==> src/rtl/serial_adder.sv <==
// Bit-serial two's-complement adder/subtractor: one full-adder cell and a carry
// flip-flop process one operand bit per clock, LSB first, under start/busy/done.
module serial_adder #(
    parameter int WIDTH = 8
) (
    input  logic             clk,
    input  logic             rst_n,
    input  logic             start,
    input  logic             sub,
    input  logic [WIDTH-1:0] a,
    input  logic [WIDTH-1:0] b,
    output logic             busy,
    output logic             done,
    output logic [WIDTH-1:0] sum,
    output logic             carry_out,
    output logic             overflow
);

    localparam int CW = $clog2(WIDTH);

    typedef enum logic [1:0] {
        IDLE  = 2'd0,
        SHIFT = 2'd1,
        DONE  = 2'd2
    } state_t;

    state_t           state_reg, state_next;
    logic [WIDTH-1:0] a_sr_reg, a_sr_next;
    logic [WIDTH-1:0] b_sr_reg, b_sr_next;
    logic [WIDTH-1:0] res_sr_reg, res_sr_next;
    logic             carry_reg, carry_next;
    logic [CW-1:0]    cnt_reg, cnt_next;
    logic             busy_reg, busy_next;
    logic             done_reg, done_next;
    logic [WIDTH-1:0] sum_reg, sum_next;
    logic             cout_reg, cout_next;
    logic             ovf_reg, ovf_next;

    logic [WIDTH-1:0] b_load;
    logic             fa_s;
    logic             fa_c;
    logic             last_bit;
    logic             accept;

    // Subtraction is a + ~b + 1: B is inverted on load and the +1 enters as carry-in.
    genvar gi;
    generate
        for (gi = 0; gi < WIDTH; gi++) begin : g_bload
            assign b_load[gi] = b[gi] ^ sub;
        end
    endgenerate

    assign fa_s     = a_sr_reg[0] ^ b_sr_reg[0] ^ carry_reg;
    assign fa_c     = (a_sr_reg[0] & b_sr_reg[0]) | (carry_reg & (a_sr_reg[0] ^ b_sr_reg[0]));
    assign last_bit = (cnt_reg == CW'(WIDTH - 1));
    // The DONE cycle doubles as an accept slot so back-to-back ops run every WIDTH+1 clocks.
    assign accept   = start && ((state_reg == IDLE) || (state_reg == DONE));

    always_comb begin
        state_next  = state_reg;
        a_sr_next   = a_sr_reg;
        b_sr_next   = b_sr_reg;
        res_sr_next = res_sr_reg;
        carry_next  = carry_reg;
        cnt_next    = cnt_reg;
        busy_next   = busy_reg;
        done_next   = 1'b0;
        sum_next    = sum_reg;
        cout_next   = cout_reg;
        ovf_next    = ovf_reg;

        case (state_reg)
            IDLE: begin
                busy_next = 1'b0;
            end
            SHIFT: begin
                a_sr_next   = a_sr_reg >> 1;
                b_sr_next   = b_sr_reg >> 1;
                res_sr_next = {fa_s, res_sr_reg[WIDTH-1:1]};
                carry_next  = fa_c;
                cnt_next    = cnt_reg + 1'b1;
                if (last_bit) begin
                    state_next = DONE;
                    busy_next  = 1'b0;
                    done_next  = 1'b1;
                    cnt_next   = '0;
                    sum_next   = {fa_s, res_sr_reg[WIDTH-1:1]};
                    cout_next  = fa_c;
                    // carry_reg still holds the carry into the MSB here
                    ovf_next   = carry_reg ^ fa_c;
                end
            end
            DONE: begin
                state_next = IDLE;
                busy_next  = 1'b0;
            end
            default: begin
                state_next = IDLE;
                busy_next  = 1'b0;
            end
        endcase

        if (accept) begin
            state_next  = SHIFT;
            a_sr_next   = a;
            b_sr_next   = b_load;
            res_sr_next = '0;
            carry_next  = sub;
            cnt_next    = '0;
            busy_next   = 1'b1;
        end
    end

    always_ff @(posedge clk) begin
        if (!rst_n) begin
            state_reg  <= IDLE;
            a_sr_reg   <= '0;
            b_sr_reg   <= '0;
            res_sr_reg <= '0;
            carry_reg  <= 1'b0;
            cnt_reg    <= '0;
            busy_reg   <= 1'b0;
            done_reg   <= 1'b0;
            sum_reg    <= '0;
            cout_reg   <= 1'b0;
            ovf_reg    <= 1'b0;
        end else begin
            state_reg  <= state_next;
            a_sr_reg   <= a_sr_next;
            b_sr_reg   <= b_sr_next;
            res_sr_reg <= res_sr_next;
            carry_reg  <= carry_next;
            cnt_reg    <= cnt_next;
            busy_reg   <= busy_next;
            done_reg   <= done_next;
            sum_reg    <= sum_next;
            cout_reg   <= cout_next;
            ovf_reg    <= ovf_next;
        end
    end

    assign busy      = busy_reg;
    assign done      = done_reg;
    assign sum       = sum_reg;
    assign carry_out = cout_reg;
    assign overflow  = ovf_reg;

endmodule

==> config.mk <==
export PLATFORM = sky130hd
export DESIGN_NAME = serial_adder
export DESIGN_NICKNAME = d
export VERILOG_FILES = /design/src/rtl/serial_adder.sv
export SDC_FILE = /design/constraint.sdc
export NUM_CORES = 1
export LEC_CHECK = 0
export CAP_MARGIN = 10
export CELL_PAD_IN_SITES_DETAIL_PLACEMENT = 0
export CELL_PAD_IN_SITES_GLOBAL_PLACEMENT = 1
export CORE_ASPECT_RATIO = 0.5
export CORE_UTILIZATION = 40
export DETAILED_ROUTE_END_ITERATION = 10
export GPL_TIMING_DRIVEN = 1
export PLACE_DENSITY_LB_ADDON = 0.05
export SLEW_MARGIN = 15
export SYNTH_ARGS = -nofsm -noshare
export SYNTH_HDL_FRONTEND = slang
export SYNTH_SLANG_ARGS = --single-unit
export TNS_END_PERCENT = 5
==> constraint.sdc <==
create_clock -name clk -period 4.05 [get_ports clk]
set_clock_uncertainty 0.1 [all_clocks]
set_input_delay 0.405 -clock clk [delete_from_list [all_inputs] [get_ports clk]]
set_output_delay 0.405 -clock clk [all_outputs]
set_load 0.02 [all_outputs]
== Word level (Yosys, flattened, before mapping) ==
Index checks and enable logic that the tools add are counted.
W data, S select, Z words.

* Output and inout bits: 12
* Flip-flop bits (word level): 42
* Word-level logic and storage cells: 58

* Add/subtract/negate cells: 1
* Reductions and logical operators: 9
* Equal/unequal tests: 6
* Multiplexer cells: 14
* Bitwise operators: 16

{| class="wikitable"
|+ Operators by type and width
! operator !! count
|-
| $mux W8 || 4
|-
| $xor A1 B1 Y1 || 11
|-
| $reduce_and A2 Y1 || 4
|-
| $mux W1 || 7
|-
| $ne A2 B2 Y1 const B || 2
|-
| $pmux W2 S2 || 1
|-
| $add A3 B1 Y3 const B || 1
|-
| $eq A3 B3 Y1 const B || 1
|-
| $mux W3 || 1
|-
| $ne A3 B3 Y1 const B || 1
|-
| $and A1 B1 Y1 || 2
|-
| $eq A2 B1 Y1 const B || 1
|-
| $eq A2 B2 Y1 const B || 1
|-
| $logic_not A2 Y1 || 1
|-
| $mux W2 || 1
|-
| $not A1 Y1 || 2
|-
| $reduce_bool A2 Y1 || 1
|-
| $reduce_or A2 Y1 || 1
|-
| $logic_and A1 B1 Y1 || 1
|-
| $logic_or A1 B1 Y1 || 1
|-
| $or A1 B1 Y1 || 1
|}

== Logic depth before layout (Yosys ltp) ==
* Word-level depth: 5
* Gate-level depth with buffers: 6
* Gate-level depth less buffers: 5

== Least setup slack after synthesis ==
Ideal clock, no wire load.

* Kind: register -> register
* From: reg cnt_reg[0]
* To: reg ovf_reg, in the netlist overflow
* Buffers on the path: 1
* Stages on the path, launching flop included: 6
* Slack: 2610 ps
* Required time: 3834 ps
* Setup time: 116 ps
* Period minus slack after synthesis: 1440 ps
* Arrival: 1224 ps
* Path through: dfxtp_1 > ha_1 > ha_1 > and3b_1 > buf_4 > o211a_1

* Word-level cells in the longest chain between the ends: 2

{| class="wikitable"
|+ RTL lines
! what !! RTL line !! text
|-
| start: declaration || 32 || <nowiki>logic [CW-1:0] cnt_reg, cnt_next;</nowiki>
|-
| start signal: assignment || 133 || <nowiki>cnt_reg <= cnt_next;</nowiki>
|-
| $eq A3 B3 Y1 || 55 || <nowiki>assign last_bit = (cnt_reg == CW'(WIDTH - 1));</nowiki>
|-
| net last_bit || 42 || <nowiki>logic last_bit;</nowiki>
|-
| $reduce_and A2 Y1 (no source line) || n/a ||
|-
| end signal: assignment || 138 || <nowiki>ovf_reg <= ovf_next;</nowiki>
|-
| end: declaration || 37 || <nowiki>logic ovf_reg, ovf_next;</nowiki>
|}

The timed path passes the listed nets, and every way through them passes these cells.
A chain may end at the register's enable or synchronous reset.

== Final worst setup path ==
* From: reg sum_reg[4], in the netlist sum[4]
* To: out sum[4]

{| class="wikitable"
|+ RTL lines
! what !! RTL line !! text
|-
| start: declaration || 35 || <nowiki>logic [WIDTH-1:0] sum_reg, sum_next;</nowiki>
|-
| start signal: assignment || 136 || <nowiki>sum_reg <= sum_next;</nowiki>
|-
| end: declaration || 14 || <nowiki>output logic [WIDTH-1:0] sum,</nowiki>
|}

No word-level cell between the ends.

==> run metrics <==
syn avg cell area=around 8.8 sq um; unique cell type count in the Yosys netlist=32; largest net degree at the start of global routing=40; diodes inserted=0; Die ar.=~0.0045 sq mm; H-Tree Depth=2; crit path cell chain=clkdlybuf4s50_1; Tightest Hold Check Type=flop to flop; WHS=356 ps; Final period util=0.430; FF-to-FF End=b_sr_reg[5]; Final HPWL DP=about 2200 microns; synthesized area=0.00171 sq mm; site row count=16; total routed wirelength=~3400 microns; commonest non-fill, non-tap cell in the layout=nand2_1; Iteration-0 DRC Markers=42; DRC=0; Worst-path clk slew=~80 ps; Mapped Cells=~190; vias in the first global route=between 1000 and 1500; Max clock buf depth=2; relative slew slack=0.566; CTS Hold Bufs=0; CTS root buf=clkbuf_8; Starting Density=0.428; Critical R2R Launch=state_reg[1]; outcome=complete, no violations; crit path max fanout=2; number of fillers in the final layout=399; CP max stage delay=around 600 ps; CP delay by family, top=buffers and inverters; setup violators final=0; GRT Util Overall=0.161; Hold Vio Cnt, Final=0; via count=~1400; core area=about 0.0040 sq mm; startpoint types=flop; Max rail drop VDD=~0.19 mV; share of cells above drive strength 1=0.0588; Static Leak=around 0.00075 uW; layout net count=approximately 240; Worst setup EP type=output pin; Pre-antenna DRT Iters=4; CP required=~3500 ps; PwrDens=approximately 380 mW/mm^2; Max-Cap Viols=0; TNS Setup=0 ps; Hold EP=sum[5]; Crit-path slowest cell=clkdlybuf4s50_1; global-route wire length before repair=between 5000 and 6000 microns; crit path DAT=about 1200 ps; Post-synth ARST share=0; Worst Tran Pin Value=approximately 650 ps; minimum clock period=1740 ps; CTS resizes=0; R2R cell count=4; Most used DFF post-synth=dfxtp_1; Overflow after GRT=0; syn nets=around 220; port bufs=31; Post-synth EDFFs=0; most frequent cells in the layout=nand2_1, dfxtp_1, clkdlybuf4s50_1, o221ai_1, a21oi_1; Critical path buffers and inverters=1; Hold Path Depth=2; Yosys reg bits=41; Avg Vias per Cell=between 4 and 5; Syn. warnings=0; area of the multi-input gates=approximately 800 sq um; CTS tree=built; Reg area=821 sq um; Worst-Skew Late Latency=290 ps; Final Slew Violations=0; hold_sp=sum[5]; RSZ-0062 raised after global routing=no; postcts setup bufs=0; flop2flop setup slack=around 2400 ps; CTS sink cnt=41; sequential area share after synthesis=0.481; wire per inst=approximately 12 microns; die width=~94 microns; stages on the worst setup path=1; RD Place Congestion=approximately 0.73; Antenna Violating Nets Remaining=0; io pins=32; total CTS buffers=5; Die H=about 48 microns; initial antenna violation count=0; crit path kind=flop to output pin; Layout area overhead=23.5%; FMAX=around 570 MHz
[per-stage QoR]
step	worst slack, ps	area (sq um)	std cells	total power, uW	util
global placement	2280	2020	267	539	0.508
detailed placement	2230	2020	267	540	0.508
global route	2240	2110	275	835	0.529
finish	2310	2110	275	795	0.529
CTS	2290	2110	275	805	0.529
floorplan	2610	1710	193	508	-
[report_power, final]
group / switching [uW] / internal [uW] / leakage (uW) / total, uW
registers: 10.4 / 422 / 0.000334 / 432
logic: 52.3 / 46.3 / 0.000370 / 98.6
clock network: 145 / 119 / 0.0000439 / 264
total: 208 / 587 / 0.000748 / 795
[Yosys cell counts, drive strengths merged (2+ instances only)]
master | n | share of area
a21boi | 12 | 0.053
a21oi | 11 | 0.032
and2 | 2 | 0.0073
buf | 11 | 0.043
clkbuf | 3 | 0.0066
dfxtp | 41 | 0.48
ha | 2 | 0.015
nand2 | 49 | 0.11
nand2b | 3 | 0.012
nand3 | 10 | 0.029
nand3b | 2 | 0.0088
nor2 | 7 | 0.015
nor2b | 2 | 0.0073
nor3 | 7 | 0.021
o221ai | 12 | 0.062
xor2 | 8 | 0.041
[routing by layer]
layer	GRT usage	wire length (microns)	up-vias
li1	-	-	717
met1	0.201	1750	616
met2	0.271	1490	31
met3	0.0561	155	0
met4	0.0554	0	0
met5	0	0	-
[worst max path at each step]
stage | slack, ps | from | end
global placement | 2280 | sub | b_sr_reg[6]
detailed placement | 2230 | sub | b_sr_reg[6]
finish | 2310 | sum[4] | sum[4]
floorplan | 2610 | cnt_reg[0] | overflow
global route | 2240 | sum[4] | sum[4]
CTS | 2290 | sum[4] | sum[4]
[worst reg2reg max path, delay by kind of cell, from the launching register on]
family	cells	cell delay, ps
buffers and inverters	1	300
flip-flops	1	370
AO/OA/AOI/OAI	1	230
AND/OR/NAND/NOR	2	580
[final cells by class]
type,instances,area share
sequential,41,0.389
multi-input combinational,138,0.380
timing repair buffer,34,0.158
clock buffer,5,0.0326
tap,54,0.0320
clock inverter,3,0.00831
[kinds of logic after synthesis]
| logic type | Yosys count | synth area share |
|---|---|---|
| DFF | 41 | 0.481 |
| adders and majority gates | 3 | 0.0264 |
| buffers and inverters | 14 | 0.0499 |
| xor gates and xnor gates | 9 | 0.0462 |
| and+or+nand+nor | 85 | 0.224 |
| AOI/OAI and AO/OA | 41 | 0.172 |
No activity file was read; power rests on OpenSTA's default activity.
